--- src/rtl/rr_mux8way16_if.sv ---
// Handshake bundle for the 8-way round-robin merge:
// eight producer channels in, one tagged word out.
interface rr_mux8way16_if #(
    parameter int WIDTH = 16
);
    logic [8*WIDTH-1:0] in_data;
    logic [7:0]         in_valid;
    logic [7:0]         in_ready;
    logic [WIDTH-1:0]   out_data;
    logic [2:0]         out_sel;
    logic               out_valid;
    logic               out_ready;

    modport master (
        output in_data,
        output in_valid,
        input  in_ready,
        input  out_data,
        input  out_sel,
        input  out_valid,
        output out_ready
    );

    modport slave (
        input  in_data,
        input  in_valid,
        output in_ready,
        output out_data,
        output out_sel,
        output out_valid,
        input  out_ready
    );
endinterface

--- src/rtl/rr_mux8way16.sv ---
// Eight-way registered round-robin merge; each output word carries
// its 3-bit source index so a DMux8Way16 can route responses back.
module rr_mux8way16 #(
    parameter int WIDTH = 16
) (
    input  logic              clock,
    input  logic              reset_n,
    rr_mux8way16_if.slave     bus
);
    logic [2:0]       ptr;
    logic [2:0]       g;
    logic             found;
    logic             load;
    logic             xfer;
    logic [2:0]       idx;
    logic [WIDTH-1:0] gdata;

    assign load = !bus.out_valid || bus.out_ready;

    // First valid channel at or after ptr, wrapping 7->0.
    always_comb begin
        found = 1'b0;
        g     = 3'd0;
        idx   = 3'd0;
        for (int k = 0; k < 8; k++) begin
            idx = ptr + 3'(k);
            if (!found && bus.in_valid[idx]) begin
                found = 1'b1;
                g     = idx;
            end
        end
    end

    assign xfer  = found && load && reset_n;
    assign gdata = bus.in_data[g*WIDTH +: WIDTH];

    always_comb begin
        bus.in_ready = 8'h00;
        if (xfer)
            bus.in_ready[g] = 1'b1;
    end

    always_ff @(posedge clock or negedge reset_n) begin
        if (!reset_n) begin
            ptr           <= 3'd0;
            bus.out_data  <= '0;
            bus.out_sel   <= 3'd0;
            bus.out_valid <= 1'b0;
        end else if (xfer) begin
            bus.out_data  <= gdata;
            bus.out_sel   <= g;
            bus.out_valid <= 1'b1;
            ptr           <= g + 3'd1;
        end else if (bus.out_ready) begin
            bus.out_valid <= 1'b0;
        end
    end
endmodule

--- src/flat_wrapper.sv ---
// flat-port wrapper written by rule: the top's interface ports become plain ports
module rr_mux8way16_flat 
#(
    parameter int WIDTH = 16
)
  (clock, reset_n, bus_in_data, bus_in_valid, bus_in_ready, bus_out_data, bus_out_sel, bus_out_valid, bus_out_ready);
  rr_mux8way16_if #(.WIDTH(WIDTH)) bus_i ();
  input  logic clock;
  input  logic reset_n;
  input wire logic [$bits(bus_i.in_data)-1:0] bus_in_data;
  input wire logic [$bits(bus_i.in_valid)-1:0] bus_in_valid;
  output wire logic [$bits(bus_i.in_ready)-1:0] bus_in_ready;
  output wire logic [$bits(bus_i.out_data)-1:0] bus_out_data;
  output wire logic [$bits(bus_i.out_sel)-1:0] bus_out_sel;
  output wire logic [$bits(bus_i.out_valid)-1:0] bus_out_valid;
  input wire logic [$bits(bus_i.out_ready)-1:0] bus_out_ready;
  assign bus_i.in_data = bus_in_data;
  assign bus_i.in_valid = bus_in_valid;
  assign bus_in_ready = bus_i.in_ready;
  assign bus_out_data = bus_i.out_data;
  assign bus_out_sel = bus_i.out_sel;
  assign bus_out_valid = bus_i.out_valid;
  assign bus_i.out_ready = bus_out_ready;
  rr_mux8way16 #(.WIDTH(WIDTH)) u_core (.clock(clock), .reset_n(reset_n), .bus(bus_i));
endmodule
--- config.mk ---
export PLATFORM = sky130hd
export DESIGN_NAME = rr_mux8way16_flat
export DESIGN_NICKNAME = d
export VERILOG_FILES = /design/src/rtl/rr_mux8way16_if.sv /design/src/rtl/rr_mux8way16.sv /design/src/flat_wrapper.sv
export SDC_FILE = /design/constraint.sdc
export NUM_CORES = 1
export LEC_CHECK = 0
export CAP_MARGIN = 10
export CORE_ASPECT_RATIO = 1.75
export CORE_MARGIN = 8
export CORE_UTILIZATION = 36
export DETAILED_ROUTE_END_ITERATION = 6
export GPL_TIMING_DRIVEN = 0
export PLACE_DENSITY = 0.75
export SYNTH_ARGS = -nofsm -noshare
export SYNTH_HDL_FRONTEND = slang
export SYNTH_SLANG_ARGS = --single-unit
--- constraint.sdc ---
create_clock -name clock -period 4.1 [get_ports clock]
set_input_delay 0.82 -clock clock [delete_from_list [all_inputs] [get_ports clock]]
set_output_delay 0.82 -clock clock [all_outputs]
set_load 0.005 [all_outputs]
==> results.toml <==
[timing]
layout_min_cycle_time_ns = 4.39
finalHoldViolations = 0
max_freq_mhz = 228
rsz0062_at_grt = "yes"
max_slew_margin = 0.543
period_share = 1.07
setup_viol = 8
fin_setup_tns_ns = -1.80
slew_viol_final = 0
setup_slack_ns = -0.294
tightest_slew_ns = 0.685
skew_ns = 0.00311

[power]
seqPwrFrac = 0.063
power.density_nw_per_um2 = 1170
power.leakage_nw = 2.15
clock_power_share = 0.033
p_int_w = 0.00370
vdd_drop_max_uv = 985
p_sw_w = 0.00278
p_sw_frac = 0.429
pwr-share-comb = 0.903

[route]
drc = 0
num_vias = 3413
first_pass_iters = 4
ant_nets = 0
first_iter_violations = 129
totalWireLength_um = 12700
viasPerCell = 5.79
avgRoutedWirePerCell_um = 21.6

[yosys]
synth_area_leaders = "mux4_2 (27%), dfrtp_1 (19%), mux2i_1 (7.8%)"
synth_top_area_cell = "mux4_2"
synthMostInstantiatedCell = "mux4_2"
ys_types = 52
synth_edf_count = 0
synthAdderAreaFrac = 0.00846
synth.ff_latch_count = 23
synthXorXnorAreaFrac = 0.0228
synth_top_family_by_area = "multiplexers"
ys_seq_area_frac = 0.195
netlist_area_um2 = 2960
synthFlopType = "dfrtp_1"
synth_compound_area_frac = 0.183
synthMuxAreaShare = 0.371
netlist.area_leader.share = 0.266
synth_cells = 286
synth-simple-area-share = 0.156
avgSynthCellArea_um2 = 10.3
synthArstFlopShare = 1.00
ys_warn_count = 0
synth_common_cells = "mux4_2 (35), dfrtp_1 (23), mux2i_1 (23)"
synth_nets = 427

[min_path]
hold_path_class = "flip-flop to flip-flop"
hp-start = "u_core.bus.out_sel[1]"
min_path_cells = 2

[place]
hpwl_um = 9900
dp_slack_ns = -1.30
port-buffer-count = 166
place.gp.congestion = 0.905

[worst_setup_path]
crit_path_max_incr_delay_ns = 0.36
r2r_cells = 17
rr_endpoint = "u_core.bus.out_data[14]"
crit_type = "flip-flop to output port"
start_kind = "flip-flop"
crit_fanout = 6
worstSetupEndpoint = "bus_in_ready[0]"
worstSetupStartpoint = "u_core.ptr[0]"
ff2ff_setup_slack_ns = 0.21
r2r_start = "u_core.ptr[0]"
end_kind = "output port"
slowest_stage = "dfrtp_1"
crit_chain = "buf_6 -> buf_8 -> buf_8 -> inv_6 -> ha_4 -> buf_12 -> mux2i_4 -> o22ai_4 -> nor4b_4 -> buf_4 -> o211ai_4 -> or3_4 -> a22oi_2 -> buf_8 -> nand2_8 -> nor3b_2 -> buf_2"
cp_data_required_time_ns = 3.28
crit_top_cell = "buf_8"
crit_arrival_ns = 3.57

[global_route]
grt-ovfl-total = 0
grt_usage = 0.219
grt_first_pass_wirelength_um = 20000
antenna_found_initial = 0
grt_start_max_net_pins = 25
grt_pass1_vias = 3829

[clock_tree]
cts_max_path_buffers = 2
tritoncts = "yes"
clock-sinks = 23
clock_latency_ns = 0.26
cts-buffers-inserted = 3
cts_max_level = 1
path_clk_slew_ns = 0.06
ctsHoldBuffers = 0
cts-root-buf = "clkbuf_16"

[cells_and_area]
antenna_cells = 0
nets = 639
filler_cell_count = 653
seq_area_um2 = 576
area_growth_pct = 87.1
multiInputGateArea_um2 = 2480
drive_above_1_share = 0.340

[outcome]
status = "finished, violations left"
violations = "negative setup slack"

[floorplanning]
die_h_um = 136
dieArea_um2 = 11500
start_util = 0.363
io_pins = 167
die_w_um = 84.5
core_area_um2 = 8150
num_rows = 44

[run]
maxCapViolCount = 0
==> logic make-up after synthesis <==
| logic type | Yosys count |
|---|---|
| AO/OA/AOI/OAI | 71 |
| XOR/XNOR | 6 |
| adder cells (fa/ha/maj) | 2 |
| buffers and inverters | 33 |
| flip-flops | 23 |
| multiplexers | 64 |
| AND/OR/NAND/NOR | 87 |
==> placed cells by master, fill, tap and decap left out, drive strengths merged, types with 7 or more instances in the layout <==
cell type        n
buf             73
nor3b           10
dfrtp           23
nand2           22
nor2            18
nand2b          15
a21oi           14
o21ai            7
clkdlybuf4s15    8
a211oi           8
a22o             9
clkdlybuf4s50  150
clkbuf           9
nor3            10
a221o            8
mux4            35
mux2i           26
==> what timing repair did <==
action | 4_1_cts | 5_1_grt
gates cloned | 0 | 0
buffers inserted | 30 | 12
pin swaps | 15 | 13
resized for setup | 115 | 19
setup endpoints to repair | 24 | 8
==> sequential cells by signal, indices dropped and copies added, names as in the netlist <==
signal                flops
u_core.bus.out_data      16
u_core.bus.out_sel        3
u_core.bus.out_valid      1
u_core.ptr                3
==> power groups by stage <==
stage / sequential [W] / clock [W] / combinational, W
after floorplan: 0.000407 / 0 / 0.00347
after global placement: 0.000411 / 0 / 0.00458
after detailed placement: 0.000411 / 0 / 0.00463
after CTS: 0.000410 / 0.000219 / 0.00553
after global routing: 0.000422 / 0.000223 / 0.00627
final: 0.000410 / 0.000215 / 0.00585
==> per-stage QoR <==
stage | utilization | area (µm²) | std cells | hold slack [ns] | total power [W]
floorplan | - | 3010 | 286 | 0.470 | 0.00388
global placement | 0.588 | 4790 | 544 | 0.475 | 0.00499
detailed placement | 0.588 | 4790 | 544 | 0.473 | 0.00504
CTS | 0.657 | 5350 | 578 | 0.487 | 0.00615
global route | 0.679 | 5530 | 589 | 0.519 | 0.00691
finish | 0.679 | 5530 | 589 | 0.483 | 0.00648
==> area by class of cell <==
type / count / area share
plain buffers: 27 / 0.0509
clock buffers: 4 / 0.0142
well taps: 92 / 0.0208
inverters: 4 / 0.00362
multi-input cells: 230 / 0.448
repair buffers: 209 / 0.358
flip-flops and latches: 23 / 0.104
==> critical path, delay by kind of cell, from the launching register on <==
family,cells,cell delay [ns]
DFF,1,0.36
adders and majority gates,1,0.32
and+or+nand+nor,4,0.88
buffers and inverters,8,0.95
AOI/OAI and AO/OA,3,0.53
muxes,1,0.26
==> worst min path at each step <==
| stage | to | slack, ns |
|---|---|---|
| floorplan | u_core.bus.out_sel[0] | 0.47 |
| global placement | u_core.bus.out_sel[1] | 0.47 |
| detailed placement | u_core.bus.out_sel[1] | 0.47 |
| CTS | u_core.bus.out_sel[1] | 0.49 |
| global route | u_core.bus.out_sel[1] | 0.52 |
| finish | u_core.bus.out_sel[1] | 0.48 |
==> layer usage <==
metal | part of all wire | track usage | up-vias
li1 | - | - | 1553
met1 | 0.34 | 0.221 | 1653
met2 | 0.55 | 0.416 | 172
met3 | 0.075 | 0.0557 | 35
met4 | 0.035 | 0.0837 | 0
met5 | 0 | 0 | -
No activity file was read; power rests on OpenSTA's default activity.
